==> config.mk <==
export PLATFORM = sky130hd
export DESIGN_NAME = turbo_encoder_blk
export DESIGN_NICKNAME = d
export VERILOG_FILES = /design/src/rtl/turbo_pkg.sv /design/src/rtl/rsc_enc_step.sv /design/src/rtl/turbo_encoder_blk.sv
export SDC_FILE = /design/constraint.sdc
export NUM_CORES = 1
export LEC_CHECK = 0
export BUFFER_PORTS_ARGS = -buffer_cell sky130_fd_sc_hd__clkbuf_2
export CAP_MARGIN = 5
export CORE_ASPECT_RATIO = 1.1
export CORE_MARGIN = 4
export CORE_UTILIZATION = 57
export CTS_BUF_LIST = sky130_fd_sc_hd__clkbuf_8
export CTS_CLUSTER_DIAMETER = 30
export CTS_CLUSTER_SIZE = 14
export DETAILED_ROUTE_END_ITERATION = 10
export GPL_TIMING_DRIVEN = 0
export PLACE_DENSITY = 0.79
export SKIP_CTS_REPAIR_TIMING = 1
export SKIP_LAST_GASP = 1
export SLEW_MARGIN = 30
export SYNTH_ARGS = -nofsm -noshare
export SYNTH_HDL_FRONTEND = slang
export SYNTH_SLANG_ARGS = --single-unit
==> constraint.sdc <==
create_clock -name clk -period 3.45 [get_ports clk]
set_input_delay 0.1725 -clock clk [delete_from_list [all_inputs] [get_ports clk]]
set_output_delay 0.1725 -clock clk [all_outputs]
set_load 0.03 [all_outputs]
==> src/rtl/turbo_pkg.sv <==
// rtl/turbo_pkg.sv - shared types and constants for the turbo block encoder
package turbo_pkg;

  typedef enum logic [1:0] {
    LOAD = 2'd0,
    ENC  = 2'd1,
    TAIL = 2'd2
  } state_e;

  localparam int SYS = 0;
  localparam int P1  = 1;
  localparam int P2  = 2;

  // Generator polynomials, MSB = D^0 tap: feedback 13 octal, feedforward 15 octal
  localparam logic [3:0] RSC_FB = 4'b1011;
  localparam logic [3:0] RSC_FF = 4'b1101;

  localparam int TAIL_LEN = 3;

  // XOR of the delay taps selected by poly[2:0] (D^1..D^3) over state {s3,s2,s1}
  function automatic logic rsc_tap(input logic [2:0] taps, input logic [2:0] st);
    return (taps[2] & st[0]) ^ (taps[1] & st[1]) ^ (taps[0] & st[2]);
  endfunction

endpackage

==> src/rtl/rsc_enc_step.sv <==
// rtl/rsc_enc_step.sv - one combinational trellis step of a 13/15 RSC encoder
module rsc_enc_step
  import turbo_pkg::*;
(
  input  logic       u_i,
  input  logic [2:0] state_i,
  input  logic       tail_i,
  output logic       parity_o,
  output logic       tail_u_o,
  output logic [2:0] next_state_o
);

  logic fb;
  logic a;

  assign fb       = rsc_tap(RSC_FB[2:0], state_i);
  assign tail_u_o = fb;
  // Termination drives the feedback node to zero so the register flushes in 3 steps
  assign a        = tail_i ? 1'b0 : (u_i ^ fb);
  assign parity_o = (RSC_FF[3] & a) ^ rsc_tap(RSC_FF[2:0], state_i);
  assign next_state_o = {state_i[1], state_i[0], a};

endmodule

==> src/rtl/turbo_encoder_blk.sv <==
// rtl/turbo_encoder_blk.sv - block turbo encoder: serial K-bit load, then
// one {p2,p1,sys} symbol per accepted cycle with optional trellis termination
module turbo_encoder_blk
  import turbo_pkg::*;
#(
  parameter int K         = 16,
  parameter int IL_A      = 5,
  parameter int IL_B      = 3,
  parameter int TERMINATE = 1
) (
  input  logic       clk,
  input  logic       rst_n,
  input  logic       in_valid,
  output logic       in_ready,
  input  logic       in_data,
  output logic       out_valid,
  input  logic       out_ready,
  output logic [2:0] out_data,
  output logic       out_last,
  output logic       out_tail,
  output logic       busy
);

  localparam int AW = $clog2(K);
  localparam logic [AW-1:0] LAST_IDX  = AW'(K - 1);
  localparam logic [AW-1:0] IL_A_W    = AW'(IL_A);
  localparam logic [AW-1:0] IL_B_W    = AW'(IL_B);
  localparam logic [1:0]    TAIL_LAST = 2'(TAIL_LEN - 1);

  state_e          state_q;
  logic [AW-1:0]   cnt_q;
  logic [AW-1:0]   pi_q;
  logic [1:0]      tcnt_q;
  logic [2:0]      rsc1_q, rsc2_q;
  logic [2:0]      rsc1_d, rsc2_d;
  logic [K-1:0]    buf_q;

  logic in_tail;
  logic accept;
  logic load_beat;
  logic u1, u2;
  logic tu1, tu2;
  logic p1, p2;

  assign in_tail   = (state_q == TAIL);
  assign out_valid = (state_q != LOAD);
  assign in_ready  = (state_q == LOAD);
  assign busy      = out_valid;
  assign accept    = out_valid & out_ready;
  assign load_beat = in_ready & in_valid;

  // During termination each encoder is fed its own feedback bit
  assign u1 = in_tail ? tu1 : buf_q[cnt_q];
  assign u2 = in_tail ? tu2 : buf_q[pi_q];

  rsc_enc_step u_rsc1 (
    .u_i          (u1),
    .state_i      (rsc1_q),
    .tail_i       (in_tail),
    .parity_o     (p1),
    .tail_u_o     (tu1),
    .next_state_o (rsc1_d)
  );

  rsc_enc_step u_rsc2 (
    .u_i          (u2),
    .state_i      (rsc2_q),
    .tail_i       (in_tail),
    .parity_o     (p2),
    .tail_u_o     (tu2),
    .next_state_o (rsc2_d)
  );

  always_comb begin
    out_data = 3'b000;
    if (out_valid) begin
      out_data[SYS] = u1;
      out_data[P1]  = p1;
      out_data[P2]  = p2;
    end
  end

  assign out_tail = in_tail;
  assign out_last = ((state_q == ENC) && (cnt_q == LAST_IDX) && (TERMINATE == 0)) ||
                    (in_tail && (tcnt_q == TAIL_LAST));

  // Block storage carries no reset: its contents only matter after a full load
  always_ff @(posedge clk) begin
    if (load_beat) begin
      buf_q[cnt_q] <= in_data;
    end
  end

  always_ff @(posedge clk or negedge rst_n) begin
    if (!rst_n) begin
      state_q <= LOAD;
      cnt_q   <= '0;
      pi_q    <= '0;
      tcnt_q  <= '0;
      rsc1_q  <= '0;
      rsc2_q  <= '0;
    end else begin
      case (state_q)
        LOAD: begin
          if (in_valid) begin
            if (cnt_q == LAST_IDX) begin
              cnt_q   <= '0;
              pi_q    <= IL_B_W;
              rsc1_q  <= '0;
              rsc2_q  <= '0;
              state_q <= ENC;
            end else begin
              cnt_q <= cnt_q + 1'b1;
            end
          end
        end
        ENC: begin
          if (accept) begin
            rsc1_q <= rsc1_d;
            rsc2_q <= rsc2_d;
            pi_q   <= pi_q + IL_A_W;
            if (cnt_q == LAST_IDX) begin
              cnt_q   <= '0;
              tcnt_q  <= '0;
              state_q <= (TERMINATE != 0) ? TAIL : LOAD;
            end else begin
              cnt_q <= cnt_q + 1'b1;
            end
          end
        end
        TAIL: begin
          if (accept) begin
            rsc1_q <= rsc1_d;
            rsc2_q <= rsc2_d;
            if (tcnt_q == TAIL_LAST) begin
              tcnt_q  <= '0;
              state_q <= LOAD;
            end else begin
              tcnt_q <= tcnt_q + 1'b1;
            end
          end
        end
        default: state_q <= LOAD;
      endcase
    end
  end

endmodule

==> impl_metrics.sql <==
INSERT INTO impl_metrics (metric_group, metric, value, unit) VALUES
('outcome', 'outcome', 'finished clean', ''),
('clocking', 'cts_max_level', '2', ''),
('sta', 'timing.clock.skew', '0.00423', 'ns'),
('placed_design', 'port-buffer-count', '12', ''),
('sta', 'max_freq', '344', 'MHz'),
('sta', 'final.hold.worst_slack', '0.292', 'ns'),
('sta', 'final-max-slew-violation-count', '0', ''),
('synthesis', 'synthXorXnorAreaFrac', '0.0261', ''),
('final_layout', 'area.growth.synth_to_final', '11.0', '%'),
('synthesis', 'synth_top_family_by_area', 'simple AND/OR/NAND/NOR gates', ''),
('die', 'cell_rows', '22', ''),
('synthesis', 'synthTopCellsByArea', 'sky130_fd_sc_hd__edfxtp_1 (24%), sky130_fd_sc_hd__dfrtp_1 (23%), sky130_fd_sc_hd__mux4_2 (6.9%)', ''),
('grt', 'globalRouteTotalUtil', '0.193', ''),
('final_layout', 'finalCoreUtilization', '0.654', ''),
('sta', 'final_critical_path_setup_slack', '0.546', 'ns'),
('clocking', 'cts_tree', 'yes', ''),
('synthesis', 'netlist.area_leader.share', '0.245', ''),
('sta', 'setup_violations', '0', ''),
('sta', 'rsz0062_at_grt', 'no', ''),
('synthesis', 'synth_enable_flop_cells', '16', ''),
('clocking', 'cts.root.buffer_cell', 'sky130_fd_sc_hd__clkbuf_8', ''),
('worst_setup_path', 'cp.required', '3.28', 'ns'),
('worst_setup_path', 'critPathBufInv', '2', ''),
('worst_setup_path', 'rr_startpoint', 'state_q[0]', ''),
('pwr', 'post_layout_power', '2.14', 'mW'),
('final_layout', 'nFillCells', '277', ''),
('die', 'floorplan.die.width', '64.0', 'um'),
('die', 'io_pins', '13', ''),
('synthesis', 'synthDistinctLibCells', '43', ''),
('placed_design', 'place_ws', '0.840', 'ns'),
('grt', 'grt_antenna_before_repair', '0', ''),
('sta', 'min_period', '2.90', 'ns'),
('worst_setup_path', 'cpMaxStageDelayCell', 'sky130_fd_sc_hd__mux4_1', ''),
('grt', 'grt.overflow.total', '0', ''),
('worst_setup_path', 'ff2ff_path_depth', '8', ''),
('placed_design', 'placed_instances', '243', ''),
('route', 'number_of_drc_markers_in_iteration_0', '67', ''),
('worst_setup_path', 'endpoint_arrival_time_on_the_critical_path', '2.73', 'ns'),
('placed_design', 'place_hpwl', '2950', 'um'),
('pwr', 'power.density', '984', 'mW/mm^2'),
('synthesis', 'synthCells', '183', ''),
('route', 'drc_errors', '0', ''),
('synthesis', 'yosysTopAreaCell', 'sky130_fd_sc_hd__edfxtp_1', ''),
('final_layout', 'final_cell_area', '0.00218', 'mm^2'),
('min_path', 'min-delay-path-class', 'in -> reg', ''),
('final_layout', 'layout.cells.non_filler', '252', ''),
('worst_setup_path', 'critical_path_cell_count', '7', ''),
('synthesis', 'share_of_synthesized_flip_flops_with_an_asynchronous_set_or_reset', '0.529', ''),
('worst_setup_path', 'startpoint_type', 'flop', ''),
('worst_setup_path', 'r2r_slack', '1.10', 'ns'),
('min_path', 'hold_depth', '1', ''),
('route', 'routed_wire_length', '3810', 'um'),
('synthesis', 'syn_avg_cell_area', '10.7', 'um^2'),
('die', 'start_util', '0.590', ''),
('route', 'detail-route-antenna-nets', '0', ''),
('synthesis', 'synth_ff_type', 'sky130_fd_sc_hd__dfrtp_1', ''),
('synthesis', 'netlist_area', '0.00196', 'mm^2'),
('clocking', 'path_clk_slew', '0.07', 'ns'),
('worst_setup_path', 'path_class', 'reg -> out', ''),
('run', 'max_cap_check_violation_count', '0', ''),
('grt', 'global_route_wire_length_before_repair', '6580', 'um'),
('route', 'num_vias', '1417', ''),
('clocking', 'cts_sink_count', '34', ''),
('placed_design', 'placed_area', '0.00208', 'mm^2'),
('final_layout', 'insertedDiodeCount', '0', ''),
('worst_setup_path', 'crit_path_end_kind', 'primary output', ''),
('die', 'core_area', '0.00333', 'mm^2'),
('worst_setup_path', 'crit_path_max_fanout', '6', ''),
('grt', 'grt_max_degree', '19', ''),
('worst_setup_path', 'cp_cell_sequence', 'buf_6 -> mux4_1 -> mux4_2 -> xnor2_2 -> a211o_2 -> a21oi_2 -> clkbuf_2', ''),
('final_layout', 'layout.cells.most_common_list', 'sky130_fd_sc_hd__nand2_1 (25), sky130_fd_sc_hd__nor2_1 (24), sky130_fd_sc_hd__dfrtp_1 (18)', '');
[layer usage]
layer,part of all wire,vias to the layer above,wire length (um),global-route usage
met4,0.021,0,80,0.0791
met5,0,-,0,0
li1,-,694,-,-
met2,0.52,27,2000,0.336
met3,0.040,8,154,0.0535
met1,0.41,688,1580,0.220
[synthesized netlist by cell type (3+ instances only)]
library cell	count
sky130_fd_sc_hd__edfxtp_1	16
sky130_fd_sc_hd__nor2_1	24
sky130_fd_sc_hd__inv_1	6
sky130_fd_sc_hd__mux4_2	6
sky130_fd_sc_hd__o22ai_1	3
sky130_fd_sc_hd__a21oi_1	7
sky130_fd_sc_hd__nand2_1	25
sky130_fd_sc_hd__xnor2_1	3
sky130_fd_sc_hd__o21ai_1	9
sky130_fd_sc_hd__mux4_1	3
sky130_fd_sc_hd__and2_1	4
sky130_fd_sc_hd__mux2i_1	3
sky130_fd_sc_hd__ha_1	8
sky130_fd_sc_hd__dfrtp_1	18
sky130_fd_sc_hd__a22o_1	3
sky130_fd_sc_hd__clkbuf_1	7
[where the power goes]
part / total [mW] / switching [mW] / internal (mW)
sequential: 0.623 / 0.0934 / 0.530
clock: 0.283 / 0.145 / 0.138
combinational: 1.24 / 0.732 / 0.508
total: 2.14 / 0.970 / 1.18
[cell type report]
| class | instances | area (um^2) | area share |
|---|---|---|---|
| repair buffers | 13 | 70.1 | 0.0321 |
| clock inverters | 3 | 16.3 | 0.00746 |
| plain buffers | 11 | 55.1 | 0.0253 |
| multi-input cells | 130 | 948 | 0.435 |
| inverters | 8 | 30.0 | 0.0138 |
| well taps | 48 | 60.1 | 0.0276 |
| clock buffers | 5 | 68.8 | 0.0316 |
| flip-flops and latches | 34 | 931 | 0.427 |
[registers in the layout, indices dropped and copies added, names as in the netlist]
register / cells
tcnt_q: 2
cnt_q: 4
rsc1_q: 3
pi_q: 4
buf_q: 16
rsc2_q: 3
state_q: 2
[worst min path at each step]
stage	startpoint	endpoint	slack [ns]
after floorplan	rst_n	cnt_q[0]	-0.12
after global placement	rst_n	state_q[1]	0.13
after detailed placement	rst_n	state_q[0]	0.14
after CTS	rst_n	pi_q[0]	-0.17
after global routing	in_data	buf_q[2]	0.32
final	in_data	buf_q[3]	0.29
[cell families (layout without fill, tap and decap cells)]
kind of cell    count (synthesis)  in the layout
compound gates                 35             35
xor+xnor                        5              5
fa+ha+maj                       8              8
buf+inv                        19             40
flops                          34             34
mux                            13             13
simple gates                   69             69
Note: power is estimated with default switching activity, not from simulation.
